File: config.mk
export PLATFORM = sky130hd
export DESIGN_NAME = ram_sync_param
export DESIGN_NICKNAME = d
export VERILOG_FILES = /design/src/rtl/ram_sync_param.sv
export SDC_FILE = /design/constraint.sdc
export NUM_CORES = 1
export LEC_CHECK = 0
export CORE_MARGIN = 4
export CORE_UTILIZATION = 55
export CTS_BUF_LIST = sky130_fd_sc_hd__clkbuf_4
export CTS_CLUSTER_DIAMETER = 30
export DETAILED_ROUTE_END_ITERATION = 10
export DONT_BUFFER_PORTS = 1
export PLACE_DENSITY_LB_ADDON = 0.15
export SYNTH_ARGS = -nofsm -noshare
export SYNTH_HDL_FRONTEND = slang
export SYNTH_SLANG_ARGS = --single-unit
File: constraint.sdc
create_clock -name clk -period 2.8 [get_ports clk]
set_input_delay 0.56 -clock clk [delete_from_list [all_inputs] [get_ports clk]]
set_output_delay 0.56 -clock clk [all_outputs]
set_load 0.03 [all_outputs]
File: src/rtl/ram_sync_param.sv
// ram_sync_param: parametrised single-clock RAM.
// Port A is read/write with a per-bit write mask, port B is read-only with a
// selectable read-during-write result, and a clear sequencer zeroes the
// array after reset and on request. The array itself carries no reset.

module ram_sync_param #(
  parameter int DATA_W         = 4,
  parameter int ADDR_W         = 4,
  parameter int RDW_MODE       = 0,
  parameter int CLEAR_ON_RESET = 1
) (
  input  logic              clk,
  input  logic              reset_n,
  input  logic              csn,
  input  logic              rwn,
  input  logic [ADDR_W-1:0] addr,
  input  logic [DATA_W-1:0] datain,
  input  logic [DATA_W-1:0] wmask,
  output logic [DATA_W-1:0] dataout,
  output logic              dvalid_a,
  input  logic              ren_b,
  input  logic [ADDR_W-1:0] addr_b,
  output logic [DATA_W-1:0] dout_b,
  output logic              dvalid_b,
  input  logic              clr_req,
  output logic              busy
);

  localparam int DEPTH = 2 ** ADDR_W;
  localparam logic [ADDR_W-1:0] CNT_LAST = {ADDR_W{1'b1}};

  typedef enum logic [0:0] {
    ST_CLEAR = 1'b0,
    ST_READY = 1'b1
  } state_t;

  localparam state_t RESET_STATE = (CLEAR_ON_RESET != 0) ? ST_CLEAR : ST_READY;

  // Masked merge of new write data into an existing word.
  function automatic logic [DATA_W-1:0] merge_word(
    input logic [DATA_W-1:0] old_w,
    input logic [DATA_W-1:0] new_w,
    input logic [DATA_W-1:0] mask
  );
    return (old_w & ~mask) | (new_w & mask);
  endfunction

  logic [DATA_W-1:0] mem [DEPTH];

  state_t            state_q, state_d;
  logic [ADDR_W-1:0] cnt_q, cnt_d;
  logic [DATA_W-1:0] dataout_q, dataout_d;
  logic [DATA_W-1:0] dout_b_q, dout_b_d;
  logic              dvalid_a_q, dvalid_a_d;
  logic              dvalid_b_q, dvalid_b_d;

  logic              accept_s;
  logic              wr_en_s;
  logic              rd_a_s;
  logic              rd_b_s;
  logic              collide_s;
  logic [DATA_W-1:0] wr_word_s;
  logic [DATA_W-1:0] rd_b_word_s;

  // Access qualification: only in READY, and clr_req takes priority over any access.
  always_comb begin
    accept_s    = (state_q == ST_READY) && !clr_req;
    wr_en_s     = accept_s && !csn && !rwn;
    rd_a_s      = accept_s && !csn && rwn;
    rd_b_s      = accept_s && ren_b;
    wr_word_s   = merge_word(mem[addr], datain, wmask);
    collide_s   = wr_en_s && (addr == addr_b);
    if ((RDW_MODE != 0) && collide_s) begin
      rd_b_word_s = wr_word_s;
    end else begin
      rd_b_word_s = mem[addr_b];
    end
  end

  // Next-state logic for the clear sequencer FSM and its address counter.
  always_comb begin
    state_d = state_q;
    cnt_d   = cnt_q;
    case (state_q)
      ST_CLEAR: begin
        cnt_d = cnt_q + ADDR_W'(1'b1);
        if (cnt_q == CNT_LAST) begin
          state_d = ST_READY;
        end else begin
          state_d = ST_CLEAR;
        end
      end
      ST_READY: begin
        if (clr_req) begin
          state_d = ST_CLEAR;
          cnt_d   = '0;
        end else begin
          state_d = ST_READY;
        end
      end
      default: begin
        state_d = ST_CLEAR;
        cnt_d   = '0;
      end
    endcase
  end

  // Next values of the read-data and valid registers; data holds when no read is accepted.
  always_comb begin
    dataout_d  = dataout_q;
    dout_b_d   = dout_b_q;
    dvalid_a_d = rd_a_s;
    dvalid_b_d = rd_b_s;
    if (rd_a_s) begin
      dataout_d = mem[addr];
    end else begin
      dataout_d = dataout_q;
    end
    if (rd_b_s) begin
      dout_b_d = rd_b_word_s;
    end else begin
      dout_b_d = dout_b_q;
    end
  end

  // FSM, clear counter and output registers with asynchronous reset.
  always_ff @(posedge clk or negedge reset_n) begin
    if (!reset_n) begin
      state_q    <= RESET_STATE;
      cnt_q      <= '0;
      dataout_q  <= '0;
      dout_b_q   <= '0;
      dvalid_a_q <= 1'b0;
      dvalid_b_q <= 1'b0;
    end else begin
      state_q    <= state_d;
      cnt_q      <= cnt_d;
      dataout_q  <= dataout_d;
      dout_b_q   <= dout_b_d;
      dvalid_a_q <= dvalid_a_d;
      dvalid_b_q <= dvalid_b_d;
    end
  end

  // Array write port: the clear sequencer owns it in CLEAR, port A in READY.
  always_ff @(posedge clk) begin
    if (state_q == ST_CLEAR) begin
      mem[cnt_q] <= '0;
    end else if (wr_en_s) begin
      mem[addr] <= wr_word_s;
    end
  end

  assign dataout  = dataout_q;
  assign dout_b   = dout_b_q;
  assign dvalid_a = dvalid_a_q;
  assign dvalid_b = dvalid_b_q;
  assign busy     = (state_q == ST_CLEAR);

endmodule

---- Yosys cells after proc, flatten, opt, wreduce, memory -nomap -nowiden ----
Memory sizes are Yosys's and may differ from the RTL's. A register that Yosys moved wholly into a read port is not among the register bits.
Cells that the tools add are included.
operators by class
  add/subtract/negate cells ............... 1
  equality and inequality tests ........... 2
  muxes and demuxes ....................... 12
  bitwise gates (word level) .............. 5
  reduce and logical (&&, ||, !) cells .... 10
operators with widths
  operator                                                        number
  4-bit two-way mux                                               3
  4-bit AND                                                       2
  4-bit one-hot mux with 2 select lines                           1
  1-bit two-way mux                                               7
  1-bit logical AND                                               5
  4-bit by 1-bit adder with 4-bit output (second input constant)  1
  4-bit equality test (second input constant)                     1
  1-bit logical NOT                                               4
  4-bit NOT                                                       1
  4-bit OR                                                        1
  4-bit OR reduction                                              1
  2-bit inequality test (second input constant)                   1
  1-bit one-hot mux with 2 select lines                           1
  1-bit NOT                                                       1
storage, ports and cells
  register bits after elaboration ......... 11
  RAM bits ................................ 64
  bits of input ports ..................... 22
  output and inout port bits .............. 11
  logic and storage cells ................. 36
  memories kept ........................... 1
memories
  name  depth  bits a word  rd ports  clocked after memory_dff  wr ports  line  source
  mem   16     4            2         1                         1         48    logic [DATA_W-1:0] mem [DEPTH];

---- Logic depth before layout (Yosys ltp) ----
  depth in word-level cells ............... 9
  gate-level depth with buffers ........... 7
  depth with buffers taken out ............ 4

---- Worst setup path after synthesis ----
OpenSTA, ideal clock, no wires.
  kind .................................... input -> register
  start point ............................. input addr[1]
  end point ............................... memory mem[0][0], data pin
  setup time .............................. 0.340 ns
  arrival ................................. 2.249 ns
  data required time ...................... 2.460 ns
  setup slack ............................. 0.211 ns
  stages on the path ...................... 6
  path buffers ............................ 2
  path through ............................ clkbuf_1 > clkbuf_1 > nor2_1 > a21oi_1 > a32oi_2 > a211oi_1
between the ends
  word-level cells in the longest chain between the ends .. 4
ends and longest elaborated chain
  element                             line  source
  start, declared                     16    input logic [ADDR_W-1:0] addr,
  memory read 16 x 4 bit              --
  4-bit AND                           45    return (old_w & ~mask) | (new_w & mask);
  4-bit OR                            45
  4-bit two-way mux (no source line)  --
  end, declared                       48
Every way passes these cells.

---- Worst setup path after layout ----
  start point ............................. register state_q
  end point ............................... memory mem[13][2] (enable)
between the ends
  word-level cells in the longest chain between the ends .. 8
  elaborated cells between the ends (all ways) .. 10
  classes of those cells .................. mux (6); reduce/logical (4)
ends and longest elaborated chain
  element                                                                         line  source
  start, declared                                                                 50    state_t state_q, state_d;
  start signal, assigned                                                          136   state_q <= state_d;
  1-bit logical AND                                                               67    accept_s = (state_q == ST_READY) && !clr_req;
  1-bit logical AND (2 in a row)                                                  68    wr_en_s = accept_s && !csn && !rwn;
  1-bit two-way mux                                                               149   end else if (wr_en_s) begin
  1-bit two-way mux                                                               147   if (state_q == ST_CLEAR) begin
  1-bit two-way mux (implied by the code)                                         150   mem[addr] <= wr_word_s;
  4-bit OR reduction (no source line)                                             --
  4-bit two-way mux (no source line) / 1-bit two-way mux (equally long branches)  --
Several ways; a longest one is shown, not always the timed one.

==> summary.md <==
| Metric | Value |
|---|---|
| Arrival time worst endpoint | approximately 2300 ps |
| Peak VDD IR | 0.304 mV |
| Final #Nets | ~280 |
| Multi-input gate area | 0.00142 mm2 |
| GRT overflow | 0 |
| Xor/xnor share of the synthesized area | 0.00455 |
| Initial core utilization | 0.567 |
| Clk_lat worst skew | 440 ps |
| Chip width | 91.7 um |
| Root Driver | clkbuf_4 |
| Vias in the first global route | about 2200 |
| Sink Count | slightly below 80 |
| CTS Buf Count | 9 |
| Final Wtd Congestion | 0.830 |
| WL per Instance | roughly 25 um |
| Final setup viols | 0 |
| Htree depth | 3 |
| Period utilization | 0.787 |
| Synth Area in Compound Gates | 0.0640 |
| Synth Area in Adders | 0.00325 |
| Hold_ws | roughly 230 ps |
| Initial DRT Pass Iterations | 4 |
| Die area | 0.00841 mm2 |
| RSZ-0062 raised after global routing | false |
| Combinational family with the most area after synthesis | multiplexers |
| Hpwl dp | 6350 um |
| Fin. max-slew vios | 0 |
| GRT Util Overall | 0.231 |
| Leakage | 1.44 nW |
| Syn avg cell area | 14.9 um2 |
| First-pass GRT wire length | about 14000 um |
| Fmax | approximately 450 MHz |
| Core footprint | 0.00679 mm2 |
| Vias per cell | 6.25 |
| Fin area | 0.00408 mm2 |
| Setup TNS | 0 ps |
| Post-synth cell types | 38 |
| # IOs | 33 |
| Post-synthesis simple-gate area fraction | 0.0841 |
| Power per cell area | 796 mW/mm2 |
| CTS tree | built |
| FP Rows | 30 |
| Drt drc | 0 |
| Register area | 0.00230 mm2 |
| Setup CP Type | reg -> reg |
| Status | completed |
| Fin util | 0.600 |
| Worst Setup Start Kind | register |
| Final setup margin | 598 ps |
| Final WL | 8900 um |
| Max FO, Critical Path | 9 |
| Antenna diode count | 0 |
| IO buf count | 0 |
| Fill cell count | ~520 |
| Min cycle time layout | 2200 ps |
| Largest net degree at the start of global routing | 25 |
| Syn_nets | 281 |
| Clk_skew | 18.8 ps |
| Main flop type after synthesis | edfxtp_1 |
| Mux contribution to synthesized area | 0.213 |
| Sequential share of the synthesized area | 0.596 |
| Clock tree buffer depth | 2 |
| Register bit count reported by yosys | slightly below 80 |
| Mapped Cells | 258 |
| Worst Tran Pin Value | ~680 ps |
| Worst slew margin | 0.543 |
| Synthesis-to-layout area growth | 5.81% |
| Via count | about 2300 |
| YS warnings | 0 |
| Crit. End Element | register |
| Worst Hold Class | in -> reg |
| Syn Std Cell Area | 0.00385 mm2 |
| Clock transition at path regs | 140 ps |
| Initial DRC count | roughly 250 |
| Initial antenna violation count | 0 |
| Post-place setup slack | 319 ps |
| Max-cap viol count | 0 |
| Die Y | 91.7 um |
| Hold Vio Cnt, Final | 0 |
| Async SR Flop Fraction | 0.190 |
| Layout cells sized above 1 | 0.203 |
| Placed inst area | 0.00393 mm2 |
| CP required | 2890 ps |
| Post-route ant nets | 0 |
| Number of synthesized flops with an enable pin | 64 |
## layout make-up
| class | count | share of cell area |
|---|---|---|
| Clock inverter | 5 | 0.0126 |
| Sequential cell | 79 | 0.564 |
| Tap cell | 96 | 0.0295 |
| Inverter | 11 | 0.0101 |
| Multi-Input combinational cell | 152 | 0.349 |
| Timing Repair Buffer | 8 | 0.0153 |
| Clock buffer | 11 | 0.0203 |
## kinds of logic (layout without fill, tap and decap cells)
| kind of cell | after synthesis | after routing |
|---|---|---|
| fa+ha+maj | 1 | 1 |
| compound gates | 38 | 38 |
| buf+inv | 27 | 35 |
| mux | 45 | 45 |
| simple gates | 66 | 66 |
| flops | 79 | 79 |
| xor+xnor | 2 | 2 |
## worst paths after layout
check	from	end	slack (ps)	depth (start not counted)
max	state_q$_DFF_PN0_	mem[13][2]$_DFFE_PP_	600	4
min	clr_req	cnt_q[2]$_DFFE_PN0P_	230	1
max reg2reg	state_q$_DFF_PN0_	mem[13][2]$_DFFE_PP_	600	4
min reg2reg	cnt_q[3]$_DFFE_PN0P_	cnt_q[3]$_DFFE_PN0P_	610	2
max in group asynchronous	reset_n	dout_b[0]$_DFFE_PN0P_	1770	1
min in group asynchronous	reset_n	state_q$_DFF_PN0_	580	1
## synth_stat cells (all sizes together), types with 2 or more instances
library cell	n	area share
inv	11	0.011
mux2	8	0.023
edfxtp	64	0.50
a211oi	4	0.0078
and3	2	0.0032
nand3	4	0.0052
o21ai	12	0.016
nor2b	5	0.0081
nor3b	2	0.0039
nor2	27	0.026
mux4	27	0.16
a32oi	4	0.011
or2	2	0.0032
clkbuf	7	0.0068
nand2b	3	0.0049
a22oi	4	0.0078
a21oi	6	0.0078
mux2i	10	0.026
nor3	3	0.0039
nand2	10	0.0097
dfrtp	15	0.097
nand3b	5	0.0097
buf	9	0.017
a31oi	5	0.0081
## timing repair
action                     in CTS  in global routing
hold endpoints to repair       15                  0
setup buffers                   0                  0
resized for setup               0                  0
setup endpoints to repair       0                  0
hold buffers                    1                  0
## where the power goes
part / leakage (nW) / internal (mW) / total [mW] / switching (mW)
registers: 0.785 / 1.55 / 1.84 / 0.283
clock network: 0.0743 / 0.287 / 0.675 / 0.388
logic: 0.579 / 0.313 / 0.732 / 0.419
## layout by cell type, fill, tap and decap left out, types with 2 or more instances in the layout
cell	netlist	layout
nand3b_1	5	5
o21ai_0	8	8
clkinv_2	0	2
clkbuf_4	0	11
and3_1	2	2
nor3_1	3	3
nor3b_1	2	2
mux4_1	6	6
edfxtp_1	64	64
mux2i_1	10	10
dfrtp_1	15	15
nand3_1	4	4
a32oi_1	3	3
mux2_2	8	8
inv_1	11	11
a22oi_1	4	4
nand2b_1	3	3
a211oi_1	4	4
nor2b_1	5	5
a31oi_1	5	5
buf_4	0	7
nand2_1	10	10
o21ai_1	4	4
a21oi_1	6	6
mux4_2	21	21
or2_2	2	2
nor2_1	27	27
## critical path, stage by stage (launching register included)
cell     delay, ps
dfrtp_1        370
or4b_1         600
nor3b_1        290
a31oi_1        160
nor2_1         430
## per-layer routing
| layer | vias to the layer above | global-route usage | wire [um] |
|---|---|---|---|
| li1 | 1017 | - | - |
| met4 | 0 | 0.0730 | 192 |
| met1 | 1126 | 0.328 | 3830 |
| met5 | - | 0 | 0 |
| met2 | 103 | 0.343 | 4140 |
| met3 | 15 | 0.0722 | 738 |
## registers in the layout, indices dropped and copies added, names as in the netlist
name,cells
dataout,4
cnt_q,4
mem,64
dvalid_b,1
dvalid_a,1
dout_b,4
state_q,1
## per-stage QoR
stage	instances	power, mW
after floorplan	258	2.34
after global placement	345	2.57
after detailed placement	345	2.59
after CTS	362	3.25
after global routing	362	3.41
final	362	3.24
(Power assumes the default switching activity.)
